`src/rtl/imem_loader.sv`:
```
// imem_loader: fills the instruction memory image at run time from a byte stream.
// Frame = 4-byte little-endian word count N, then N little-endian 32-bit words.
// Each assembled word is written to mem_addr = index*4 for one cycle.
// The CPU is held in reset until all N words are written.
// A header count above DEPTH parks the loader in ERROR until a reload pulse.
module imem_loader #(
    parameter int WIDTH = 32,
    parameter int DEPTH = 2480
) (
    input  logic             clock,
    input  logic             nreset,
    input  logic [7:0]       in_data,
    input  logic             in_valid,
    output logic             in_ready,
    input  logic             reload,
    output logic             mem_we,
    output logic [WIDTH-1:0] mem_addr,
    output logic [WIDTH-1:0] mem_wdata,
    output logic             cpu_hold,
    output logic             done,
    output logic             error
);

    // word_cnt must be able to hold the value DEPTH itself,
    // because it is compared against N after the final increment.
    localparam int WCW = $clog2(DEPTH + 1);

    typedef enum logic [2:0] {
        S_HEADER,
        S_DATA,
        S_WRITE,
        S_DONE,
        S_ERROR
    } state_t;

    state_t          state;
    state_t          state_next;

    logic [1:0]      byte_cnt;
    logic [WCW-1:0]  word_cnt;
    logic [31:0]     count;
    logic [23:0]     asm_word;

    logic            xfer;
    logic [31:0]     header_word;
    logic [WCW-1:0]  word_next;
    logic            last_word;
    logic [WCW+1:0]  word_addr;

    // The 4th header byte is not yet stored in count,
    // so the full header is completed from the live byte.
    assign header_word = {in_data, count[23:0]};
    assign word_next   = word_cnt + WCW'(1);
    assign last_word   = (32'(word_next) == count);
    assign word_addr   = {word_cnt, 2'b00};
    assign xfer        = in_valid & in_ready;

    // State register; an asynchronous reset abandons any partial frame.
    always_ff @(posedge clock or negedge nreset) begin
        if (!nreset) begin
            state <= S_HEADER;
        end else begin
            state <= state_next;
        end
    end

    // Next-state and status decode.
    // in_valid is used directly (rather than xfer) to keep in_ready out of its own fan-in.
    always_comb begin
        state_next = state;
        in_ready   = 1'b0;
        cpu_hold   = 1'b1;
        done       = 1'b0;
        error      = 1'b0;
        case (state)
            S_HEADER: begin
                in_ready = 1'b1;
                if (in_valid && byte_cnt == 2'd3) begin
                    if (header_word == 32'd0) begin
                        state_next = S_DONE;
                    end else if (header_word > 32'(DEPTH)) begin
                        state_next = S_ERROR;
                    end else begin
                        state_next = S_DATA;
                    end
                end
            end
            S_DATA: begin
                in_ready = 1'b1;
                if (in_valid && byte_cnt == 2'd3) begin
                    state_next = S_WRITE;
                end
            end
            S_WRITE: begin
                state_next = last_word ? S_DONE : S_DATA;
            end
            S_DONE: begin
                cpu_hold = 1'b0;
                done     = 1'b1;
                if (reload) begin
                    state_next = S_HEADER;
                end
            end
            S_ERROR: begin
                error = 1'b1;
                if (reload) begin
                    state_next = S_HEADER;
                end
            end
            default: begin
                state_next = S_HEADER;
            end
        endcase
    end

    // Byte/word counters, header and word assembly, and the registered write port.
    // mem_addr/mem_wdata are loaded together with mem_we when the last byte lands,
    // and then hold their values until the next word.
    always_ff @(posedge clock or negedge nreset) begin
        if (!nreset) begin
            byte_cnt  <= 2'd0;
            word_cnt  <= '0;
            count     <= 32'd0;
            asm_word  <= 24'd0;
            mem_we    <= 1'b0;
            mem_addr  <= '0;
            mem_wdata <= '0;
        end else begin
            mem_we <= 1'b0;
            case (state)
                S_HEADER: begin
                    if (xfer) begin
                        byte_cnt <= byte_cnt + 2'd1;
                        case (byte_cnt)
                            2'd0:    count[7:0]   <= in_data;
                            2'd1:    count[15:8]  <= in_data;
                            2'd2:    count[23:16] <= in_data;
                            default: count[31:24] <= in_data;
                        endcase
                        if (byte_cnt == 2'd3) begin
                            word_cnt <= '0;
                        end
                    end
                end
                S_DATA: begin
                    if (xfer) begin
                        byte_cnt <= byte_cnt + 2'd1;
                        case (byte_cnt)
                            2'd0:    asm_word[7:0]   <= in_data;
                            2'd1:    asm_word[15:8]  <= in_data;
                            2'd2:    asm_word[23:16] <= in_data;
                            default: begin
                                mem_we    <= 1'b1;
                                mem_addr  <= WIDTH'(word_addr);
                                mem_wdata <= WIDTH'({in_data, asm_word});
                            end
                        endcase
                    end
                end
                S_WRITE: begin
                    word_cnt <= word_next;
                end
                S_DONE, S_ERROR: begin
                    if (reload) begin
                        byte_cnt <= 2'd0;
                        word_cnt <= '0;
                        count    <= 32'd0;
                        asm_word <= 24'd0;
                    end
                end
                default: begin
                    byte_cnt <= 2'd0;
                end
            endcase
        end
    end

endmodule

```
`config.mk`:
```
export PLATFORM = sky130hd
export DESIGN_NAME = imem_loader
export DESIGN_NICKNAME = d
export VERILOG_FILES = /design/src/rtl/imem_loader.sv
export SDC_FILE = /design/constraint.sdc
export NUM_CORES = 1
export LEC_CHECK = 0
export BUFFER_PORTS_ARGS = -buffer_cell sky130_fd_sc_hd__buf_2
export CORE_MARGIN = 4
export CORE_UTILIZATION = 38
export DETAILED_ROUTE_END_ITERATION = 7
export GPL_TIMING_DRIVEN = 0
export SLEW_MARGIN = 20
export SYNTH_ARGS = -nofsm -noshare
export SYNTH_HDL_FRONTEND = slang
export SYNTH_SLANG_ARGS = --single-unit
```
`constraint.sdc`:
```
create_clock -name clock -period 4.5 [get_ports clock]
set_clock_uncertainty 0.05 [all_clocks]
set_input_delay 0.225 -clock clock [delete_from_list [all_inputs] [get_ports clock]]
set_output_delay 0.225 -clock clock [all_outputs]
set_load 0.01 [all_outputs]
```
After elaboration in Yosys (flattened, before gate mapping)
Cells that the tools add are included.
Storage, ports and cells
  latch bits: 0
  input bits: 12
  memory bits (writable): 0
  memories kept: 0
  ROM bits: 0
  flip-flop bits (word level): 118
  output and inout bits: 69
Cells by class
  order comparisons: 1
  equal/unequal tests: 22
  add/sub/neg operators: 2
  muxes and demuxes: 31
  bitwise operators: 3
  multipliers: 0
  reductions and logical operators: 21
  shifts and indexed selects: 0
  divide/modulo/power cells: 0
Operator list (number)
  $mux W32: 2
  $pmux W32 S2: 1
  $mux W24: 2
  $pmux W24 S2: 1
  $mux W12: 3
  $pmux W12 S3: 1
  $eq A12 B32 Y1: 1
  $gt A32 B12 Y1 const B: 1
  $logic_not A32 Y1: 1
  $mux W8: 4
  $reduce_and A4 Y1: 8
  $ne A2 B1 Y1 const B: 8
  $mux W3: 5
  $add A12 B1 Y12 const B: 1
  $ne A2 B2 Y1 const B: 6
  $pmux W3 S4: 1
  $reduce_and A3 Y1: 3
  $mux W1: 7
  $eq A3 B2 Y1 const B: 2
  $mux W2: 3
  $pmux W2 S3: 1
  $eq A2 B2 Y1 const B: 2
  $reduce_bool A2 Y1: 2
  $reduce_or A2 Y1: 2
  11 further kinds: 12

Longest topological paths before layout
Gate-level depths: netlist (run 1).
  depth after elaboration: 6
  mapped depth: 8
  depth with buffers taken out: 6

Worst setup path before layout (run 1)
No wires, ideal clock.
  path type: register to register
  start point: register state[2]
  end point: register count[0]
  arrival time: 1.569 ns
  path slack: 2.756 ns
  period minus slack after synthesis: 1.744 ns
  buffers on the path: 1
  cell stages (with the launch flop): 7
  required time: 4.325 ns
  path through: dfrtp_1 -> buf_4 -> inv_2 -> nor3_1 -> nor2_1 -> and2_4 -> mux2_2
On the way
  word-level cells in the longest chain between the ends: 6
  elaborated cells between the ends (all ways): 14
  those cells by class: eq/ne (6); mux (2); bitwise (1); reduce/logical (5)
Ends and longest elaborated chain
  start, declared: line 36  | state_t state;
  start signal, assigned: line 63  | state <= state_next;
  $eq A3 B1 Y1 or $logic_not A3 Y1 (tied branches): line 75, 130
  $reduce_or A2 Y1 (no source line)
  $mux W1: line 75  | case (state)
  $and A1 B1 Y1: line 56  | assign xfer = in_valid & in_ready;
  $ne A2 B2 Y1 (no source line)
  $reduce_and A4 Y1 (no source line)
  end signal, assigned: line 135  | 2'd0: count[7:0] <= in_data;
  end, declared: line 41  | logic [31:0] count;
Several ways; a longest one is shown, not always the timed one.
A chain may end at the register's enable or synchronous reset.

Worst setup path in the final report (run 1)
  start point: register byte_cnt[0]
  end point: register mem_wdata[5]
On the way
  word-level cells in the longest chain between the ends: 4
  elaborated cells between the ends (all ways): 6
  those cells by class: eq/ne (2); bitwise (1); reduce/logical (3)
Ends and longest elaborated chain
  start, declared: line 39  | logic [1:0] byte_cnt;
  start signal, assigned: line 133  | byte_cnt <= byte_cnt + 2'd1;
  start signal, assigned: line 147  | byte_cnt <= byte_cnt + 2'd1;
  $eq A2 B2 Y1 (tied with other cells): line 148  | case (byte_cnt)
  $reduce_or A3 Y1 (no source line) (*)
  $not A1 Y1 (no source line) (*)
  $reduce_and A3 Y1 (no source line) (*)
  end signal, assigned: line 155  | mem_wdata <= WIDTH'({in_data, asm_word});
  end, declared: line 18  | output logic [WIDTH-1:0] mem_wdata,
Mark *: on every way between the ends. The rest lies on a longest branch, timed or not.

==> Implementation_results.wiki, run 1 <==
{| class="wikitable"
! Metric !! Value
|-
| Outcome || finished clean
|-
| Half-perimeter wire length of the detailed placement result || 8570 um
|-
| Clock Tree Buf Depth || 2
|-
| Filler-free cell count of the finished design || roughly 800
|-
| WP data required || 4.80 ns
|-
| Number of antenna violations at the first check in global routing || 0
|-
| Count of antenna-violating nets left after detailed routing || 0
|-
| First-iteration detailed-routing DRC count || 228
|-
| Number of flops mapped to enable cells by yosys || 0
|-
| Via count of the first global-routing pass || 3924
|-
| Headroom to the max-slew limit || 53.5%
|-
| Average wire per cell in the routed design || about 15 um
|-
| Sink count of the clock tree || around 120
|-
| DRC violation count after routing || 0
|-
| Number of port buffers || 60
|-
| Total clock buffers created by CTS || 17
|-
| Setup repair after global routing missed its margin || no
|-
| Total Power || 4.67 mW
|-
| Total power divided by cell area || 698 mW/mm2
|-
| Startpoint types || flip-flop
|-
| Total setup buffers inserted after CTS || 0
|-
| Cell count after placement || 745
|-
| Arrival time worst endpoint || 2.37 ns
|-
| Wire length of the first global-routing pass || 19700 um
|-
| Number of max-capacitance violations reported || 0
|-
| Finished layout cell area || 0.00669 mm2
|-
| Total detailed-routing wirelength || 11900 um
|-
| Async S/R FF share, synth || 100%
|-
| Area of the core || 0.0140 mm2
|-
| Count of unique library cells instantiated by Yosys || 40
|-
| GRT Resource Usage Total || 15.4%
|-
| Ant diodes || 0
|-
| P&R area growth vs syn || 22.6%
|-
| Via density || 4.98
|-
| Slowest cell on the critical path || dfrtp_1
|-
| Worst Path Max Fanout || 10
|-
| Total number of vias || 3871
|-
| Max frequency || 0.482 GHz
|-
| #FFs+latches synth || around 120
|-
| Fraction of layout cells with a size suffix above 1 || 36.6%
|-
| Initial standard-cell utilization of the core || 39.0%
|-
| Worst min-delay path class || in2reg
|-
| Final hold violation count || 0
|-
| First-pass iteration count of the detailed router || 4
|-
| Synthesis warning total || 0
|-
| Die Y || 128 um
|-
| Standby leakage power || 3.32 nW
|-
| Most used flip-flop cell after synthesis || dfrtp_1
|-
| Number of fillers in the final layout || 1315
|-
| Depth of the CTS H-tree || 4
|-
| CTS tree || yes
|-
| Worst skew pair latency || 0.41 ns
|-
| Post-synthesis area per instance || 11.2 um2
|-
| VDD IR max || 0.000270 V
|-
| Final-stage net count || 602
|-
| Pins over their slew limit || 0
|-
| Pin count of the biggest net entering global routing || 70
|-
| Final cycle utilization of the critical path || between 40% and 50%
|-
| Final hold slack || 0.0374 ns
|-
| Congestion Overflow GR || 0
|-
| Die ar. || about 0.016 mm2
|-
| Stage delay of the slowest cell on the critical path || approximately 0.43 ns
|-
| Worst-case register-to-register setup slack || roughly 2.4 ns
|-
| Number of top-level design ports || 81
|-
| Crit path kind || reg2reg
|-
| Setup TNS || 0 ns
|-
| Sequential area share after synthesis || 54.1%
|-
| Clk Tree Root Cell || clkbuf_16
|-
| Number of standard-cell rows in the floorplan || 43
|-
| Slew at the pin closest to its max-slew limit || 0.695 ns
|-
| Gp weighted congestion || 0.832
|-
| Synthesized netlist cell count || 485
|-
| Horizontal extent of the die || 128 um
|-
| Combined area of all synthesized cells || 0.00546 mm2
|-
| Cell area after placement || about 0.0061 mm2
|-
| Critical path capture point type || flip-flop
|-
| Final critical path time including I/O delays and setup || 2.07 ns
|-
| Crit-path cells || ha_1, and2_1, nand3_1, buf_4, buf_2, buf_2, nand2_1, nand2_1
|-
| Number of setup violations in the final report || 0
|-
| Clock-pin slew of the registers on the worst-case setup and hold paths || approximately 0.060 ns
|}
[repair_timing]
item,in CTS,in global routing
gates resized for setup,0,0
hold endpoints to repair,68,0
hold buffers,1,0
[worst max-delay path, delay by kind of cell, from the launching register on]
| kind | cells | cell delay [ns] |
|---|---|---|
| fa+ha+maj | 1 | 0.23 |
| simple gates | 4 | 0.49 |
| flops | 1 | 0.43 |
| buf+inv | 3 | 0.82 |
[final cells by class]
| class | count | area [um2] | share of cell area, % |
|---|---|---|---|
| plain buffers | 35 | 238 | 3.56 |
| clock inverters | 13 | 158 | 2.36 |
| multi-input cells | 342 | 2300 | 34.4 |
| well taps | 180 | 225 | 3.37 |
| inverters | 9 | 33.8 | 0.505 |
| flip-flops and latches | 118 | 2950 | 44.2 |
| clock buffers | 19 | 433 | 6.47 |
| repair buffers | 62 | 344 | 5.15 |
[sequential cells by signal, indices dropped and copies added, names as in the netlist]
signal / cells
mem_wdata: 32
mem_addr: 12
state: 3
word_cnt: 12
asm_word: 24
count: 32
byte_cnt: 2
mem_we: 1
[path summary, 6_finish.rpt]
kind	from	endpoint	cells after the start
setup / recovery	byte_cnt[0]	mem_wdata[5]	8
hold / removal	in_data[1]	mem_wdata[25]	2
min in group asynchronous	nreset	mem_addr[9]	2
hold reg to reg	asm_word[1]	mem_wdata[1]	2
setup reg to reg	byte_cnt[0]	mem_wdata[5]	8
max in group asynchronous	nreset	asm_word[15]	3
[synth_stat cells, types with 2 or more instances]
cell type | number | share of area [%]
inv_2 | 2 | 0.14
xor2_1 | 7 | 1.1
mux2_2 | 74 | 15
nand2_1 | 97 | 6.7
o21ai_0 | 26 | 2.4
nor3b_1 | 2 | 0.28
ha_1 | 5 | 1.1
inv_1 | 7 | 0.48
nor3_1 | 6 | 0.55
and3_1 | 5 | 0.57
a21oi_1 | 12 | 1.1
and2_1 | 2 | 0.23
nor2_1 | 15 | 1.0
and2_4 | 8 | 1.3
dfrtp_1 | 118 | 54
o22ai_1 | 2 | 0.23
xnor2_1 | 9 | 1.4
nand4_1 | 4 | 0.46
or4_1 | 3 | 0.41
buf_2 | 10 | 0.92
nor2b_1 | 2 | 0.23
a31oi_1 | 5 | 0.57
a21oi_4 | 3 | 0.89
nor4_1 | 8 | 0.92
nand3_1 | 7 | 0.64
o31ai_1 | 7 | 0.96
buf_4 | 23 | 3.2
nor2_4 | 4 | 0.83
[layer usage]
layer / GRT usage (%) / vias to the layer above / part of all wire, %
met5: 0 / - / 0
li1: - / 1855 / -
met3: 3.71 / 17 / 4.0
met2: 24.6 / 99 / 47
met4: 5.81 / 0 / 1.6
met1: 20.3 / 1900 / 47
[placed cells by master, fill, tap and decap left out, types with 2 or more instances in the layout]
cell and n:
nor4_1 8, and2_1 2, a21oi_1 12, and2_4 8, nor2_4 4, nand4_1 4, nor3b_1 2, clkinv_4 4
nor2_1 15, inv_2 2, inv_1 7, nand2_1 97, nor2b_1 2, a31oi_1 5, xor2_1 7, and3_1 5
buf_2 69, ha_1 5, xnor2_1 9, o21ai_0 26, clkbuf_1 3, dfrtp_1 118, clkinv_2 5, bufinv_16 3
buf_6 2, o22ai_1 2, or4_1 3, nor3_1 6, a21oi_4 3, clkbuf_16 17, nand3_1 7, o31ai_1 7
mux2_2 74, conb_1 20, buf_4 23
[power by group]
part           total [mW]  switching, mW  leakage, nW  internal (mW)
sequential           1.87          0.337         1.52           1.53
clock                1.33          0.465        0.290          0.867
combinational        1.47          0.715         1.52          0.752
total                4.67           1.52         3.32           3.15
[per-stage QoR]
step / util, % / setup WS (ns)
6_report: 47.8 / 2.43
5_1_grt: 47.8 / 2.29
4_1_cts: 47.8 / 2.39
3_5_place_dp: 43.5 / 2.42
3_3_place_gp: 43.3 / 1.77
2_1_floorplan: - / 2.76
[cell families (layout without fill, tap and decap cells)]
logic type               Yosys count  in the layout  share of synthesized area [%]
AO/OA/AOI/OAI                     60             60                           7.00
XOR/XNOR                          17             17                           2.87
adder cells (fa/ha/maj)            5              5                           1.15
buffers and inverters             44            138                           4.98
flip-flops                       118            118                           54.1
multiplexers                      74             74                           15.3
other                              1             20                         0.0687
AND/OR/NAND/NOR                  166            166                           14.5
No activity file was read; power rests on OpenSTA's default activity.
==> run 2: changes to the inputs <==
==> constraint.sdc (replaced) <==
create_clock -name clock -period 1.92 [get_ports clock]
set_clock_uncertainty 0.05 [all_clocks]
set_input_delay 0.096 -clock clock [delete_from_list [all_inputs] [get_ports clock]]
set_output_delay 0.096 -clock clock [all_outputs]
set_load 0.01 [all_outputs]
==> run 2 against run 1 <==
First-iteration DRC count is 0.44% lower. Fmax is 12% higher. Routed wire length is 2.9% higher. Clock-buffer cell count stayed put. Clock power is 140% higher. Global-route usage is 0.19 points higher. Via count is 0.98% higher. Die area stayed put. Critical path depth is 2 lower. Highest routed layer unchanged. Largest cell class unchanged. Critical path type unchanged.
==> Implementation_results.wiki, run 2 (synthesis results as in run 1) <==
{| class="wikitable"
! Metric !! Value
|-
| Count of antenna-violating nets left after detailed routing || 0
|-
| First-iteration detailed-routing DRC count || around 230
|-
| Pins over their slew limit || 0
|-
| Congestion Overflow GR || 0
|-
| Die Y || 128 um
|-
| GRT Resource Usage Total || 15.5%
|-
| Average wire per cell in the routed design || 15.4 um
|-
| First-pass iteration count of the detailed router || 4
|-
| DRC violation count after routing || 0
|-
| Crit path kind || reg2reg
|-
| Commonest non-fill, non-tap cell in the layout || dfrtp_1
|-
| Total clock buffers created by CTS || 17
|-
| Setup repair after global routing missed its margin || yes
|-
| Clk Tree Root Cell || clkbuf_16
|-
| Worst Path Max Fanout || 5
|-
| Max frequency || 0.539 GHz
|-
| Via count of the first global-routing pass || 3982
|-
| P&R area growth vs syn || 26.2%
|-
| Setup TNS || 0 ns
|-
| Worst skew pair latency || 0.41 ns
|-
| Outcome || finished clean
|-
| Final critical path time including I/O delays and setup || about 1.9 ns
|-
| Number of top-level design ports || 81
|-
| Horizontal extent of the die || 128 um
|-
| Final cycle utilization of the critical path || 96.6%
|-
| Sink count of the clock tree || 118
|-
| Number of fillers in the final layout || approximately 1300
|-
| Gp weighted congestion || 0.832
|-
| Area of the core || 0.0140 mm2
|-
| Initial standard-cell utilization of the core || 39.0%
|-
| Clock Tree Buf Depth || 2
|-
| Critical path capture point type || flip-flop
|-
| Total number of vias || roughly 3900
|-
| Number of antenna violations at the first check in global routing || 0
|-
| Fraction of the core area covered by cells at the end of the flow || around half
|-
| Arrival time worst endpoint || 2.09 ns
|-
| Final hold violation count || 0
|-
| Number of setup violations in the final report || 0
|-
| Depth of the CTS H-tree || 4
|-
| Total power divided by cell area || 1600 mW/mm2
|-
| Worst reg2reg path depth || 6
|-
| Largest regs || count x32, mem_wdata x32, asm_word x24
|-
| Pin count of the biggest net entering global routing || 70
|-
| Fraction of layout cells with a size suffix above 1 || 38.5%
|-
| VDD IR max || 0.000633 V
|-
| Headroom to the max-slew limit || roughly 58%
|-
| Number of port buffers || 60
|-
| Number of standard-cell rows in the floorplan || between 40 and 50
|-
| Instance count along the most critical hold path || 3
|-
| Via density || 4.93
|-
| Half-perimeter wire length of the detailed placement result || 8570 um
|-
| Final-stage net count || 617
|-
| Most frequent cells in the layout || dfrtp_1 (117), nand2_1 (97), mux2_2 (74)
|-
| Die ar. || approximately 0.016 mm2
|-
| Total Power || 11.0 mW
|-
| WP data required || around 2.2 ns
|-
| Total detailed-routing wirelength || roughly 12000 um
|-
| Clock-pin slew of the registers on the worst-case setup and hold paths || 0.05 ns
|-
| Slew at the pin closest to its max-slew limit || ~0.63 ns
|-
| Standby leakage power || about 3.4 nW
|-
| Ant diodes || 0
|-
| Wire length of the first global-routing pass || 20000 um
|-
| Worst min-delay path class || in2reg
|-
| Startpoint types || flip-flop
|-
| CTS tree || yes
|-
| Number of max-capacitance violations reported || 0
|}
[run 2: cell types whose count changed in the layout (fill, tap and decap cells not counted), sizes merged]
cell         previous run  this run
clkbuf                 20        19
dlygate4sd3             1        10
buf                    95       102
[run 2: path summary, 6_finish.rpt]
check                                  from      endpoint  slack [ns]
worst max register to register  byte_cnt[0]   mem_addr[5]        0.07
worst min-delay path                 reload      state[2]        0.02
max in group asynchronous            nreset  asm_word[15]        0.94
worst min register to register  asm_word[1]  mem_wdata[1]        0.42
min in group asynchronous            nreset   mem_addr[9]        0.21
worst max-delay path            byte_cnt[0]   mem_addr[5]        0.07
[run 2: through the flow]
step	instance area [um2]	setup slack (ns)	hold slack, ns	cells
after floorplan	5530	0.176	-0.250	504
after detailed placement	6090	-0.163	0.0994	745
after global routing	6890	-0.0248	0.0319	793
after CTS	6800	0.0176	0.00850	787
final	6890	0.0651	0.0238	793
after global placement	6050	-0.679	0.320	744
[run 2: what timing repair did]
action | in CTS | in global routing
endpoints found under the setup margin | 84 | 63
setup buffers | 0 | 6
pin swaps | 0 | 4
resized for setup | 6 | 10
endpoints found under the hold margin | 78 | 0
hold buffers | 10 | 0
cloned | 0 | 1
[run 2: worst max-delay path, cell delays in order, from the launching register on]
cell and delay [ns]:
dfrtp_1 0.42, ha_1 0.23, and2_1 0.21, nand3_2 0.15, buf_2 0.23, buf_4 0.14
mux2_2 0.31
[run 2: where the power goes]
group	switching (mW)	total, mW	internal, mW
clock network	1.10	3.13	2.03
registers	0.784	4.37	3.59
logic	1.71	3.54	1.83
[run 2: layout make-up]
type,instances,area (um2),share of cell area (%)
Inverter,9,33.8,0.491
Clock buffer,19,433,6.29
Clock inverter,13,158,2.29
Timing Repair Buffer,78,497,7.21
Multi-Input combinational cell,342,2340,33.9
Sequential cell,118,2950,42.9
Buffer,34,249,3.62
Tap cell,180,225,3.27
[run 2: per-layer routing]
metal  share of wire [%]  vias up  track usage, %
met3                 3.8       16            3.67
met1                  47     1921            20.5
met5                   0        -               0
met4                 1.5        0            5.81
met2                  48       93            25.0
li1                    -     1879               -
